`config.mk`:
```
export PLATFORM = sky130hd
export DESIGN_NAME = apb_stimulus_driver
export DESIGN_NICKNAME = d
export VERILOG_FILES = /design/src/rtl/apb_stimulus_driver.sv
export SDC_FILE = /design/constraint.sdc
export NUM_CORES = 1
export LEC_CHECK = 0
export ABC_AREA = 1
export BUFFER_PORTS_ARGS = -buffer_cell sky130_fd_sc_hd__buf_2
export CORE_MARGIN = 1.5
export CORE_UTILIZATION = 50
export DETAILED_ROUTE_END_ITERATION = 8
export GPL_TIMING_DRIVEN = 1
export HOLD_SLACK_MARGIN = 0.12
export PLACE_DENSITY = 0.85
export SLEW_MARGIN = 20
export SYNTH_ARGS = -nofsm -noshare
export SYNTH_HDL_FRONTEND = slang
export SYNTH_SLANG_ARGS = --single-unit
```
`constraint.sdc`:
```
create_clock -name clk -period 2.45 [get_ports clk]
set_input_delay 0.49 -clock clk [delete_from_list [all_inputs] [get_ports clk]]
set_output_delay 0.49 -clock clk [all_outputs]
set_load 0.01 [all_outputs]
```
`src/rtl/apb_stimulus_driver.sv`:
```
// APB master that programs an encoder/decoder (DATA_IN, CODEWORD_WIDTH, NOISE, then CTRL) and
// waits for operation_done. Defining APB_READBACK_EN adds a read-back check before the CTRL write.
module apb_stimulus_driver #(
   parameter int unsigned DATA_WIDTH      = 32,
   parameter int unsigned AMBA_ADDR_WIDTH = 20,
   parameter int unsigned AMBA_WORD       = 32,
   parameter int unsigned TIMEOUT_CYCLES  = 8
) (
   input  logic                       clk,
   input  logic                       rst,
   input  logic                       req_valid,
   output logic                       req_ready,
   input  logic [1:0]                 req_ctrl,
   input  logic [AMBA_WORD-1:0]       req_data,
   input  logic [1:0]                 req_width,
   input  logic [AMBA_WORD-1:0]       req_noise,
   output logic [AMBA_ADDR_WIDTH-1:0] PADDR,
   output logic [AMBA_WORD-1:0]       PWDATA,
   output logic                       PSEL,
   output logic                       PENABLE,
   output logic                       PWRITE,
   input  logic [AMBA_WORD-1:0]       PRDATA,
   input  logic                       operation_done,
   output logic                       txn_done,
`ifdef APB_READBACK_EN
   output logic                       readback_err,
`endif
   output logic                       timeout_err
);

   localparam int unsigned CntW     = $clog2(TIMEOUT_CYCLES + 1);
   localparam int unsigned DataBits = (DATA_WIDTH < AMBA_WORD) ? DATA_WIDTH : AMBA_WORD;
`ifdef APB_READBACK_EN
   localparam logic [2:0] LastStep = 3'd6;
`else
   localparam logic [2:0] LastStep = 3'd3;
`endif

   typedef enum logic [1:0] {StIdle, StSetup, StAccess, StWaitDone} state_e;
   // Encoded as the word index of the register, so PADDR = {reg_sel, 2'b00}.
   typedef enum logic [1:0] {RegCtrl = 2'd0, RegDataIn = 2'd1, RegWidth = 2'd2,
                             RegNoise = 2'd3} reg_e;

   state_e               state_q, state_d;
   logic [2:0]           step_q, step_d;
   logic [CntW-1:0]      cnt_q, cnt_d;
   logic                 txn_done_q, txn_done_d;
   logic                 timeout_q, timeout_d;
   logic [1:0]           ctrl_q, width_q;
   logic [AMBA_WORD-1:0] data_q, noise_q;
   logic [AMBA_WORD-1:0] data_mask;
   logic                 accept, busy, is_write;
   reg_e                 reg_sel;
   logic [AMBA_WORD-1:0] reg_val;

   // DATA_IN carries a DATA_WIDTH-bit codeword; bits above it are driven as zero.
   assign data_mask = {AMBA_WORD{1'b1}} >> (AMBA_WORD - DataBits);
   assign accept    = (state_q == StIdle) && req_valid;
   assign busy      = (state_q == StSetup) || (state_q == StAccess);

   always_comb begin
      reg_sel  = RegCtrl;
      is_write = 1'b1;
      unique case (step_q)
         3'd0: reg_sel = RegDataIn;
         3'd1: reg_sel = RegWidth;
         3'd2: reg_sel = RegNoise;
`ifdef APB_READBACK_EN
         3'd3: begin reg_sel = RegDataIn; is_write = 1'b0; end
         3'd4: begin reg_sel = RegWidth;  is_write = 1'b0; end
         3'd5: begin reg_sel = RegNoise;  is_write = 1'b0; end
`endif
         default: reg_sel = RegCtrl;
      endcase
   end

   always_comb begin
      reg_val = '0;
      unique case (reg_sel)
         RegDataIn: reg_val = data_q;
         RegWidth:  reg_val = AMBA_WORD'(width_q);
         RegNoise:  reg_val = noise_q;
         RegCtrl:   reg_val = AMBA_WORD'(ctrl_q);
         default:   reg_val = '0;
      endcase
   end

   assign req_ready   = (state_q == StIdle);
   assign PSEL        = busy;
   assign PENABLE     = (state_q == StAccess);
   assign PWRITE      = busy && is_write;
   assign PADDR       = busy ? AMBA_ADDR_WIDTH'({reg_sel, 2'b00}) : '0;
   assign PWDATA      = (busy && is_write) ? reg_val : '0;
   assign txn_done    = txn_done_q;
   assign timeout_err = timeout_q;

`ifdef APB_READBACK_EN
   logic rb_err_q, rb_err_d;
   assign readback_err = rb_err_q;
`else
   logic unused_prdata;
   assign unused_prdata = ^PRDATA;
`endif

   always_comb begin
      state_d    = state_q;
      step_d     = step_q;
      cnt_d      = cnt_q;
      txn_done_d = 1'b0;
      timeout_d  = timeout_q;
`ifdef APB_READBACK_EN
      rb_err_d   = rb_err_q;
`endif
      unique case (state_q)
         StIdle: begin
            if (req_valid) begin
               state_d   = StSetup;
               step_d    = 3'd0;
               timeout_d = 1'b0;
`ifdef APB_READBACK_EN
               rb_err_d  = 1'b0;
`endif
            end
         end
         StSetup: state_d = StAccess;
         StAccess: begin
`ifdef APB_READBACK_EN
            if (!is_write && (PRDATA != reg_val)) rb_err_d = 1'b1;
`endif
            if (step_q == LastStep) begin
               state_d = StWaitDone;
               cnt_d   = '0;
            end else begin
               state_d = StSetup;
               step_d  = step_q + 3'd1;
            end
         end
         StWaitDone: begin
            // A completion on the final counted cycle still wins over the timeout.
            if (operation_done) begin
               state_d    = StIdle;
               txn_done_d = 1'b1;
            end else if (cnt_q == CntW'(TIMEOUT_CYCLES)) begin
               state_d    = StIdle;
               txn_done_d = 1'b1;
               timeout_d  = 1'b1;
            end else begin
               cnt_d = cnt_q + CntW'(1);
            end
         end
         default: state_d = StIdle;
      endcase
   end

   always_ff @(posedge clk or negedge rst) begin
      if (!rst) begin
         state_q    <= StIdle;
         step_q     <= '0;
         cnt_q      <= '0;
         txn_done_q <= 1'b0;
         timeout_q  <= 1'b0;
`ifdef APB_READBACK_EN
         rb_err_q   <= 1'b0;
`endif
      end else begin
         state_q    <= state_d;
         step_q     <= step_d;
         cnt_q      <= cnt_d;
         txn_done_q <= txn_done_d;
         timeout_q  <= timeout_d;
`ifdef APB_READBACK_EN
         rb_err_q   <= rb_err_d;
`endif
      end
   end

   always_ff @(posedge clk or negedge rst) begin
      if (!rst) begin
         ctrl_q  <= '0;
         width_q <= '0;
         data_q  <= '0;
         noise_q <= '0;
      end else if (accept) begin
         ctrl_q  <= req_ctrl;
         width_q <= req_width;
         data_q  <= req_data & data_mask;
         noise_q <= req_noise;
      end
   end

endmodule

```
# After elaboration in Yosys (flattened, before gate mapping)
# Index checks and enable logic that the tools add are counted.
# word_totals
output_inout_bits	58
input_bits	104
wordCells	63
register_bits	79
# op_classes
addsub	2
n_reduce_logical	12
muxes	23
eq_ne	17
# ops
cell	count
32-bit one-hot mux with 4 select lines	1
32-bit 2-to-1 mux	1
4-bit 2-to-1 mux	4
2-bit inequality test, second input constant	5
2-bit equality test, second input constant	4
2-bit 2-to-1 mux	4
2-bit one-hot mux with 4 select lines	1
4-bit one-hot mux with 2 select lines	1
4-bit AND reduction	2
3-bit by 2-bit equality test with 1-bit output, second input constant	2
1-bit 2-to-1 mux	6
3-bit 2-to-1 mux	2
2-bit one-hot mux with 3 select lines	1
3-bit one-hot mux with 2 select lines	1
2-bit nonzero test	3
4-bit by 1-bit adder with 4-bit output, second input constant	1
2-bit by 1-bit equality test with 1-bit output, second input constant	2
4-bit equality test, second input constant	1
2-bit zero test	2
3-bit by 1-bit adder with 3-bit output, second input constant	1
3-bit by 1-bit equality test with 1-bit output, second input constant	1
3-bit zero test	1
3-bit inequality test, second input constant	1
3-bit AND reduction	1
5 further kinds	5

# Longest topological paths before layout
# depth
ltp_word	5
ltp_mapped	9
ltp_nobuf	8

# Worst setup path after synthesis
# OpenSTA, ideal clock, no wires.
# synth_path
kind	register to output
startpoint	register step_q[0]
endpoint	output PWDATA[10]
path_stages_with_launch	10
path_slack_ns	0.562
required_ns	1.960
path_buffers	1
arrival_time_ns	1.398
path_cell_list	dfrtp_1 -> inv_1 -> ha_1 -> inv_1 -> nand2_1 -> nand3_1 -> inv_2 -> buf_4 -> nand2_1 -> a21oi_1
# synth_between
elab_chain_cells	5
word_cells_on_any_way	10
classes_between	5 x eq/ne; 3 x mux; 2 x reduce/logical
# synth_lines
element	line	text
start: declaration	45	logic [2:0] step_q, step_d;
start signal: assignment	167	step_q <= step_d;
3-bit by 2-bit equality test with 1-bit output (tied with other cells)	64	unique case (step_q)
2-bit one-hot mux with 3 select lines *	64	
2-bit equality test (tied with other cells)	79	unique case (reg_sel)
32-bit one-hot mux with 4 select lines *	79	
32-bit 2-to-1 mux *	93	assign PWDATA = (busy && is_write) ? reg_val : '0;
end: declaration	18	output logic [AMBA_WORD-1:0] PWDATA,
# Every way passes the cells marked *; elsewhere a longest branch is shown, timed or not.

# Worst setup path in the final report
# layout_path
startpoint	register step_q[1]
endpoint	output PWDATA[20]
# Same word-level chain as after synthesis.

==> flow_summary.yaml <==
min_path:
  hold_class: "input port to flop"
worst_setup_path:
  critical_path.cell_chain: "buf_6, ha_4, o21ai_4, nor2_4, buf_6, clkbuf_16, nand2_1, a21oi_1, buf_2"
  critical_path.n_buffers_inverters: 4
  worst_ep_required_time_ns: 1.96
  worst-path-max-fanout: 6
  cell_family_with_the_largest_share_of_critical_path_delay: "buffers and inverters"
  worstSetupPathType: "flop to output pin"
  cpMaxStageDelayCell: "dfrtp_1"
  cpPeakStageDelay_ns: 0.43
  cp-start-kind: "flop"
  cpMostUsedCell: "buf_6"
  worst_setup_ep_type: "output pin"
  cp.arrival_ns: 1.93
synthesis:
  synth.yosys.warnings: 0
  yosysSeqAreaShare_pct: 49.73
  syn-mean-instance-area_um2: 10.38
  ys_seq_elements: 79
  synthesis.area_um2: 3975
  synth_cells: 383
  synth.lib_cells_used.distinct: 25
  yosys-top-cells-area: "dfrtp_1 50%, mux2_2 17%, nand2_1 8.3%, a21oi_1 4.4%, buf_4 4.3%"
  synth_largest_area_cell: "dfrtp_1"
  synth_top_cell_area_share_pct: 49.73
clock_network:
  worst_setup_hold_path_clk_slew_ns: 0.08
  cts.path.max_buffers: 2
  number_of_clock_sinks: 79
  cts_tree: "built"
  cts_max_level: 3
  numCtsBuffers: 9
  root_buffer: "clkbuf_8"
  clk_latency_ns: 0.35
drt:
  first_pass_iteration_count_of_the_detailed_router: 4
  sum_of_routed_wire_length_over_all_layers_mm: 8.993
  drc: 0
  number_of_antenna_violating_nets_in_the_routed_design: 0
  iteration_0_drc_markers: 63
  avgViaCountPerCell: 5.037
  wl_per_cell_um: 14.60
  vias: 3103
pwr:
  cellPowerDensity_nw_per_um2: 1405
  vdd_ir_drop_max_mv: 0.6361
  totalPowerFinal_mw: 7.206
  power.leakage_nw: 2.566
timing:
  report.final.slew_viol_count: 0
  grt_setup_unrepaired: "true"
  finalCritPeriodShare_pct: 98.88
  min_period_ns: 2.423
  finClkSkew_ns: 0.008138
  fin_worst_hold_slack_ns: 0.3618
  hold_viol: 0
  finalSetupTns_ns: 0
  setup_slack_ns: 0.02733
  max_freq_mhz: 412.8
  setup_viol_count_final: 0
place:
  post-place-ws_ns: 0.2316
  dpl_cell_area_um2: 4551
  detailed_place_hpwl_mm: 5.821
  place_congestion: 0.7804
  io_buffers: 111
grt:
  grt_usage_pct: 21.21
  number_of_global_route_vias_before_repair: 2988
  grt_start_max_net_pins: 48
  grt_overflow: 0
  first_pass_grt_wire_length_mm: 13.88
  antenna_found_initial: 0
floorplanning:
  io-pin-count: 162
  starting_density_pct: 51.44
  floorplan.die_area_um2: 8494
  core_area_um2: 7727
  chipWidth_um: 92.17
  die_h_um: 92.17
  floorplan.rows: 32
final_layout:
  antenna_cells: 0
  fill_cells: 600
  area_growth_pct: 29.02
  design_area_um2: 5129
  layout.cells.most_common_list: "110 x buf_2, 85 x nand2_1, 79 x dfrtp_1"
  most_common_cell_after_layout_fill_and_taps_aside: "buf_2"
  fin_nets: 623
  share_of_final_layout_standard_cells_stronger_than_drive_strength_1_pct: 46.30
status:
  result_of_the_run: "complete, no violations"
job:
  maxCapViolCount: 0
-- where the power goes --
| group | leakage [nW] | switching (mW) | internal [mW] |
|---|---|---|---|
| clock | 0.122 | 0.468 | 0.701 |
| combinational | 1.50 | 1.94 | 1.85 |
| sequential | 0.946 | 0.334 | 1.92 |
| total | 2.57 | 2.74 | 4.47 |
-- per-stage QoR --
stage | std cells | utilization [%]
after floorplan | 400 | -
after global placement | 585 | 58.89
after detailed placement | 585 | 58.89
after CTS | 610 | 64.33
after global routing | 616 | 66.37
final | 616 | 66.37
-- flip-flops by register name, summed over array words and instances (netlist names) --
name	cells
data_q	32
txn_done	1
noise_q	32
cnt_q	4
step_q	3
state_q	2
width_q	2
ctrl_q	2
timeout_err	1
-- Yosys cell counts (all sizes together) --
library cell and number:
nand2 89, dfrtp 79, mux2 66, a21oi 35, buf 28, inv 20
nor2 19, o21ai 14, ha 10, clkbuf 8, nand3 8, nand4 2
conb 1, nor3 1, nor3b 1, o22ai 1, xor2 1
-- layout make-up --
class,count,area [um2],share of cell area (%)
clock buffers,10,137.6,2.684
clock inverters,6,107.6,2.098
inverters,20,82.58,1.610
multi-input cells,265,1819,35.47
flip-flops and latches,79,1977,38.55
well taps,102,127.6,2.488
repair buffers,134,877.1,17.10
-- worst paths after layout --
path | startpoint | endpoint | slack [ns] | depth (start not counted)
setup reg to reg | state_q[0] | noise_q[22] | 0.55 | 5
min in group asynchronous | rst | data_q[16] | 0.61 | 2
max in group asynchronous | rst | noise_q[10] | 1.22 | 3
setup / recovery | step_q[1] | PWDATA[20] | 0.03 | 9
hold / removal | req_data[13] | data_q[13] | 0.36 | 2
hold reg to reg | data_q[21] | data_q[21] | 0.51 | 1
-- repair_timing --
action / CTS / global route
hold buffers: 1 / 0
gates resized for setup: 17 / 22
endpoints found under the setup margin: 30 / 33
buffers inserted: 6 / 4
gates cloned: 2 / 2
hold endpoints to repair: 32 / 0
pin swaps: 3 / 10
-- logic make-up (layout without fill, tap and decap cells) --
group,Yosys count,in the layout,share of synthesized area [%]
and+or+nand+nor,120,120,12.09
muxes,66,66,19.36
buffers and inverters,56,170,9.034
AOI/OAI and AO/OA,50,50,6.327
DFF,79,79,49.73
other,1,18,0.09434
xor gates and xnor gates,1,1,0.2204
adders and majority gates,10,10,3.148
-- per-layer routing --
layer,track usage [%],wire (um),vias to the layer above
met1,24.67,3730,1474
met5,0,0,-
met2,36.42,4497,127
met3,6.965,586,21
li1,-,-,1481
met4,7.692,179,0
Note: power is estimated with default switching activity, not from simulation.
